`src/rtl/ff_init_pkg.sv`:
```
// Shared types and width helpers for the set/reset flop-bank init sequencer.
package ff_init_pkg;

  typedef enum logic [1:0] {
    IDLE,
    ASSERT,
    RELEASE,
    DONE
  } state_e;

  function automatic int unsigned clog2(input int unsigned n);
    int unsigned r;
    r = 0;
    while ((32'd1 << r) < n) r++;
    return r;
  endfunction

  // A counter that only ever holds 0 still needs one bit.
  function automatic int unsigned cnt_w(input int unsigned n);
    return (clog2(n) == 0) ? 1 : clog2(n);
  endfunction

endpackage

```
`src/rtl/ff_init_cnt.sv`:
```
// Loadable down-counter that saturates at zero and flags it.
module ff_init_cnt #(
  parameter int unsigned W = 2
) (
  input  logic         clk_i,
  input  logic         rst_n_i,
  input  logic         load_i,
  input  logic         dec_i,
  input  logic [W-1:0] load_val_i,
  output logic         zero_o
);

  logic [W-1:0] cnt_q, cnt_d;

  always_comb begin
    cnt_d = cnt_q;
    if (load_i)
      cnt_d = load_val_i;
    else if (dec_i && (cnt_q != '0))
      cnt_d = cnt_q - W'(1);
  end

  always_ff @(posedge clk_i or negedge rst_n_i) begin
    if (!rst_n_i) cnt_q <= '0;
    else          cnt_q <= cnt_d;
  end

  assign zero_o = (cnt_q == '0);

endmodule

```
`src/rtl/ff_init_ctrl.sv`:
```
// Forces a programmable value onto a bank of set/reset flops, holds it, then
// releases the bank one group per cycle, LSB group first.
module ff_init_ctrl
  import ff_init_pkg::*;
#(
  parameter int unsigned WIDTH = 8,
  parameter int unsigned GROUP = 2,
  parameter int unsigned HOLD  = 4
) (
  input  logic             clk,
  input  logic             R,
  input  logic             start,
  input  logic             abort,
  input  logic [WIDTH-1:0] init_val,
  output logic [WIDTH-1:0] rst_n_o,
  output logic [WIDTH-1:0] set_n_o,
  output logic             busy,
  output logic             done
);

  localparam int unsigned NGRP = WIDTH / GROUP;
  localparam int unsigned HCW  = cnt_w(HOLD);
  localparam int unsigned GCW  = cnt_w(NGRP);
  localparam logic [WIDTH-1:0] GRP0_MASK = WIDTH'({GROUP{1'b1}});

  state_e           state_q, state_d;
  logic [WIDTH-1:0] v_q, v_d;
  logic [WIDTH-1:0] rel_q, rel_d;
  logic [WIDTH-1:0] rst_n_q, rst_n_d, set_n_q, set_n_d;
  logic             busy_q, busy_d, done_q, done_d;
  logic             hold_load, hold_dec, hold_zero;
  logic             grp_load, grp_dec, grp_zero;

  ff_init_cnt #(.W(HCW)) u_hold_cnt (
    .clk_i      (clk),
    .rst_n_i    (R),
    .load_i     (hold_load),
    .dec_i      (hold_dec),
    .load_val_i (HCW'(HOLD - 1)),
    .zero_o     (hold_zero)
  );

  ff_init_cnt #(.W(GCW)) u_grp_cnt (
    .clk_i      (clk),
    .rst_n_i    (R),
    .load_i     (grp_load),
    .dec_i      (grp_dec),
    .load_val_i (GCW'(NGRP - 1)),
    .zero_o     (grp_zero)
  );

  always_comb begin
    state_d   = state_q;
    v_d       = v_q;
    rel_d     = rel_q;
    hold_load = 1'b0;
    hold_dec  = 1'b0;
    grp_load  = 1'b0;
    grp_dec   = 1'b0;
    case (state_q)
      IDLE: begin
        if (start && !abort) begin
          state_d   = ASSERT;
          v_d       = init_val;
          hold_load = 1'b1;
        end
      end
      ASSERT: begin
        if (abort) begin
          state_d = IDLE;
        end else if (hold_zero) begin
          state_d  = RELEASE;
          rel_d    = GRP0_MASK;
          grp_load = 1'b1;
        end else begin
          hold_dec = 1'b1;
        end
      end
      RELEASE: begin
        if (abort) begin
          state_d = IDLE;
        end else if (grp_zero) begin
          state_d = DONE;
          rel_d   = '1;
        end else begin
          grp_dec = 1'b1;
          rel_d   = (rel_q << GROUP) | GRP0_MASK;
        end
      end
      DONE: begin
        if (abort) begin
          state_d = IDLE;
        end else if (start) begin
          state_d   = ASSERT;
          v_d       = init_val;
          hold_load = 1'b1;
        end
      end
      default: state_d = IDLE;
    endcase
    if (state_d == IDLE || state_d == ASSERT) rel_d = '0;

    // Outputs are decoded from the next state so they register on the same edge.
    rst_n_d = '0;
    set_n_d = '1;
    busy_d  = 1'b0;
    done_d  = 1'b0;
    case (state_d)
      ASSERT, RELEASE: begin
        rst_n_d = v_d | rel_d;
        set_n_d = ~v_d | rel_d;
        busy_d  = 1'b1;
      end
      DONE: begin
        rst_n_d = '1;
        set_n_d = '1;
        done_d  = 1'b1;
      end
      default: ;
    endcase
  end

  always_ff @(posedge clk or negedge R) begin
    if (!R) begin
      state_q <= IDLE;
      v_q     <= '0;
      rel_q   <= '0;
      rst_n_q <= '0;
      set_n_q <= '1;
      busy_q  <= 1'b0;
      done_q  <= 1'b0;
    end else begin
      state_q <= state_d;
      v_q     <= v_d;
      rel_q   <= rel_d;
      rst_n_q <= rst_n_d;
      set_n_q <= set_n_d;
      busy_q  <= busy_d;
      done_q  <= done_d;
    end
  end

  assign rst_n_o = rst_n_q;
  assign set_n_o = set_n_q;
  assign busy    = busy_q;
  assign done    = done_q;

endmodule

```
`config.mk`:
```
export PLATFORM = sky130hd
export DESIGN_NAME = ff_init_ctrl
export DESIGN_NICKNAME = d
export VERILOG_FILES = /design/src/rtl/ff_init_pkg.sv /design/src/rtl/ff_init_cnt.sv /design/src/rtl/ff_init_ctrl.sv
export SDC_FILE = /design/constraint.sdc
export NUM_CORES = 1
export LEC_CHECK = 0
export BUFFER_PORTS_ARGS = -buffer_cell sky130_fd_sc_hd__buf_2
export CAP_MARGIN = 20
export CELL_PAD_IN_SITES_DETAIL_PLACEMENT = 0
export CELL_PAD_IN_SITES_GLOBAL_PLACEMENT = 1
export CORE_MARGIN = 2
export CORE_UTILIZATION = 41
export CTS_CLUSTER_SIZE = 24
export DETAILED_ROUTE_END_ITERATION = 8
export HOLD_SLACK_MARGIN = 0.08
export PLACE_DENSITY_LB_ADDON = 0.1
export SETUP_SLACK_MARGIN = 0.2
export SYNTH_ARGS = -nofsm -noshare
export SYNTH_HDL_FRONTEND = slang
export SYNTH_HIERARCHICAL = 1
export SYNTH_SLANG_ARGS = --single-unit
```
`constraint.sdc`:
```
create_clock -name clk -period 4 [get_ports clk]
set_input_delay 0.6 -clock clk [delete_from_list [all_inputs] [get_ports clk]]
set_output_delay 0.6 -clock clk [all_outputs]
set_load 0.02 [all_outputs]
```
==> results_tabular.tex <==
\begin{tabular}{lr}
\hline
Metric & Value \\
\hline
\multicolumn{2}{l}{\textbf{Clock network}} \\
\quad Sink count of the clock tree & 40 \\
\quad Number of setup buffers added after CTS & 0 \\
\quad TritonCTS buffer count & 5 \\
\quad Post-CTS clock slew at the launch and capture registers of the worst setup and hold paths & 0.08 ns \\
\quad Root buffer cell & clkbuf\_8 \\
\quad Clock tree from TritonCTS & done \\
\quad Clock insertion delay at the later pin of the skew report & 0.29 ns \\
\quad H-Tree Level Count & 2 \\
\quad Number of buffers between clock root and the deepest sink & 2 \\
\quad Cts repair resizes & 0 \\
\quad Hold-fix buffer count after cts & 0 \\
\multicolumn{2}{l}{\textbf{Synth}} \\
\quad Commonest cells post-synth & dfrtp\_1 (32), inv\_1 (16), o21ai\_0 (13) \\
\quad Post-synth top area cell & dfrtp\_1 \\
\quad Dominant synthesized flop cell & dfrtp\_1 \\
\quad Mean instance size in the synthesized netlist & 11.1 µm² \\
\quad Largest cells by area after synthesis & dfrtp\_1 (40\%), dfstp\_2 (11\%), ha\_1 (5.7\%) \\
\quad FFs w/ async S/R, synth & 100\% \\
\quad Netlist Area Pre-Place & 1990 µm² \\
\quad Gate count after technology mapping & 180 \\
\quad Number of flops mapped to enable cells by yosys & 0 \\
\quad Sequential share of the synthesized area & 50.8\% \\
\quad Unique cell type count in the Yosys netlist & 43 \\
\quad Number of storage elements in the synthesis netlist & 40 \\
\quad Cell with the most instances after synthesis & dfrtp\_1 \\
\quad Yosys warning total & 6 \\
\quad Area share of the largest cell type after synthesis & 40.3\% \\
\multicolumn{2}{l}{\textbf{STA}} \\
\quad Setup tns final & 0 ns \\
\quad Worst Setup Slack, final & 1.13 ns \\
\quad Worst slew margin relative to its limit & 28.2\% \\
\quad Minimum period implied by the final worst setup slack & 2.87 ns \\
\quad RSZ-0062 raised after global routing & no \\
\quad Final Slew Violations & 0 \\
\quad Least-Margin Pin Slew & 1.07 ns \\
\quad Crit share post-route & 71.8\% \\
\quad Setup skew after layout & 0.0103 ns \\
\quad Max frequency & 348 MHz \\
\quad Endpoints failing setup & 0 \\
\quad Hold Violations, Final & 0 \\
\multicolumn{2}{l}{\textbf{Placed design}} \\
\quad Dpl ws & 1.21 ns \\
\quad RePlAce Congestion & 0.771 \\
\quad IO Port Bufs & 29 \\
\quad DP HPWL & 3030 µm \\
\multicolumn{2}{l}{\textbf{Routing}} \\
\quad Total DRC errors in the routed layout & 0 \\
\quad Number of DRC markers in iteration 0 & 81 \\
\quad Avg Vias per Cell & 5.42 \\
\quad Antenna Violating Nets Remaining & 0 \\
\quad Post-detailed-route wirelength per cell & 16.0 µm \\
\quad Wire length reported by the detailed router & 4320 µm \\
\quad Vias after detailed routing & 1463 \\
\quad DR pass1 iterations & 4 \\
\multicolumn{2}{l}{\textbf{Final layout}} \\
\quad Number of filler cells placed in the layout & 446 \\
\quad Layout overhead on the synthesized area & 14.7\% \\
\quad Layout cells sized above 1 & 25.9\% \\
\quad Final-stage net count & 236 \\
\quad \# diodes & 0 \\
\multicolumn{2}{l}{\textbf{Job}} \\
\quad Max capacitance violation total & 0 \\
\multicolumn{2}{l}{\textbf{Min path}} \\
\quad Worst Hold Class & in -> async \\
\multicolumn{2}{l}{\textbf{Setup path}} \\
\quad Register-to-register setup slack & 1.13 ns \\
\quad Data arrival time of the worst path & 3.10 ns \\
\quad Worst r2r path cells & 11 \\
\quad Data required time of the critical path & 4.23 ns \\
\quad Largest fanout on the critical path & 8 \\
\quad Reg-to-Reg End & rst\_n\_o[3] \\
\quad Worst Setup End Kind & register \\
\quad FF-to-FF Start & state\_q[1] \\
\quad Startpoint class of the critical path & register \\
\quad Class of the most critical setup path & reg -> reg \\
\multicolumn{2}{l}{\textbf{Power and ir drop}} \\
\quad Power Density & 642 nW/µm² \\
\quad Worst IR Drop VDD & 0.248 mV \\
\quad Lkg Pwr & 1.10 nW \\
\multicolumn{2}{l}{\textbf{Die}} \\
\quad Floorplan die height & 73.7 µm \\
\quad Die area & 5430 µm² \\
\quad Starting density of the core & 42.4\% \\
\quad CORE AREA & 4690 µm² \\
\quad I/O pin total & 30 \\
\quad Row count & 25 \\
\quad Horizontal die dimension & 73.7 µm \\
\multicolumn{2}{l}{\textbf{Global route}} \\
\quad Number of antenna violations at the first check in global routing & 0 \\
\quad First-pass GRT wire length & 7120 µm \\
\quad GRT overflow & 0 \\
\quad Vias in the first global route & 1430 \\
\quad Largest net degree at the start of global routing & 41 \\
\quad Total global-route track usage & 17.5\% \\
\multicolumn{2}{l}{\textbf{Outcome}} \\
\quad Run status & finished, final reports clean \\
\hline
\end{tabular}
## cells by family (layout without fill, tap and decap cells)
group / after synthesis / after routing / synth area share, %
and+or+nand+nor: 55 / 55 / 17.4
AOI/OAI and AO/OA: 47 / 47 / 17.3
DFF: 40 / 40 / 50.8
buffers and inverters: 20 / 53 / 4.59
adders and majority gates: 9 / 9 / 5.66
muxes: 8 / 8 / 4.03
other: 1 / 4 / 0.188
## per-layer routing
| layer | share of wire (%) | track usage, % | wire length [µm] |
|---|---|---|---|
| met5 | 0 | 0 | 0 |
| met4 | 1.4 | 5.86 | 62 |
| met3 | 4.2 | 3.84 | 183 |
| met2 | 49 | 27.1 | 2120 |
| met1 | 45 | 24.5 | 1950 |
## registers in the layout (all words and copies together) (netlist names)
name,cells
busy,1
done,1
u_grp_cnt/cnt_q,2
v_q,8
set_n_o,8
rst_n_o,8
u_hold_cnt/cnt_q,2
rel_q,8
state_q,2
## cell type report
cell class	instances	area, µm²	share of cell area, %
clock buffer	7	86.3	3.78
clock inverter	1	7.51	0.329
inverter	16	60.1	2.63
multi-input combinational	123	903	39.6
sequential	40	1010	44.3
tap	54	67.6	2.96
timing repair buffer	29	145	6.36
## worst max-delay path: stages (launching register included)
cell,delay [ns]
dfrtp_1,0.43
inv_1,0.11
ha_1,0.30
nand2_1,0.13
o21ai_0,0.09
o21ai_0,0.13
a221o_1,0.34
ha_1,0.28
or3b_1,0.49
a211oi_1,0.26
a21o_2,0.16
a21o_1,0.12
## metrics by stage
stage	power, mW	hold WS, ns	utilization [%]	instances	area (µm²)
2_1_floorplan	1.02	0.304	-	183	2000
3_3_place_gp	1.18	0.493	46.6	262	2190
3_5_place_dp	1.20	0.500	46.6	262	2190
4_1_cts	1.48	0.453	48.6	270	2280
5_1_grt	1.57	0.488	48.6	270	2280
6_report	1.46	0.426	48.6	270	2280
## how the worst max path moves through the flow
stage	slack [ns]	endpoint	cells past startpoint	start
2_1_floorplan	1.49	rst_n_o[3]	12	state_q[0]
3_3_place_gp	1.19	set_n_o[5]	10	abort
3_5_place_dp	1.21	set_n_o[5]	10	abort
4_1_cts	1.17	rst_n_o[3]	11	state_q[0]
5_1_grt	0.92	rst_n_o[3]	11	state_q[0]
6_report	1.13	rst_n_o[3]	11	state_q[1]
## cells in the final DEF, fill, tap and decap left out, types with 3 or more instances in the layout
cell type	instances
dfstp_2	8
or4b_1	4
nor2b_1	4
clkbuf_8	6
o21bai_1	3
nor3_1	5
a211oi_1	4
a21o_2	4
or3_1	8
nand2_1	5
a21o_1	7
dfrtp_1	32
ha_1	9
inv_1	16
nor2_1	12
mux2i_1	8
o21ai_0	13
buf_2	29
nand2b_1	3
conb_1	4
## power by group
group / total [mW] / switching [mW] / internal [mW]
sequential: 0.569 / 0.0392 / 0.530
clock: 0.278 / 0.138 / 0.140
combinational: 0.617 / 0.394 / 0.223
(Power assumes the default switching activity.)
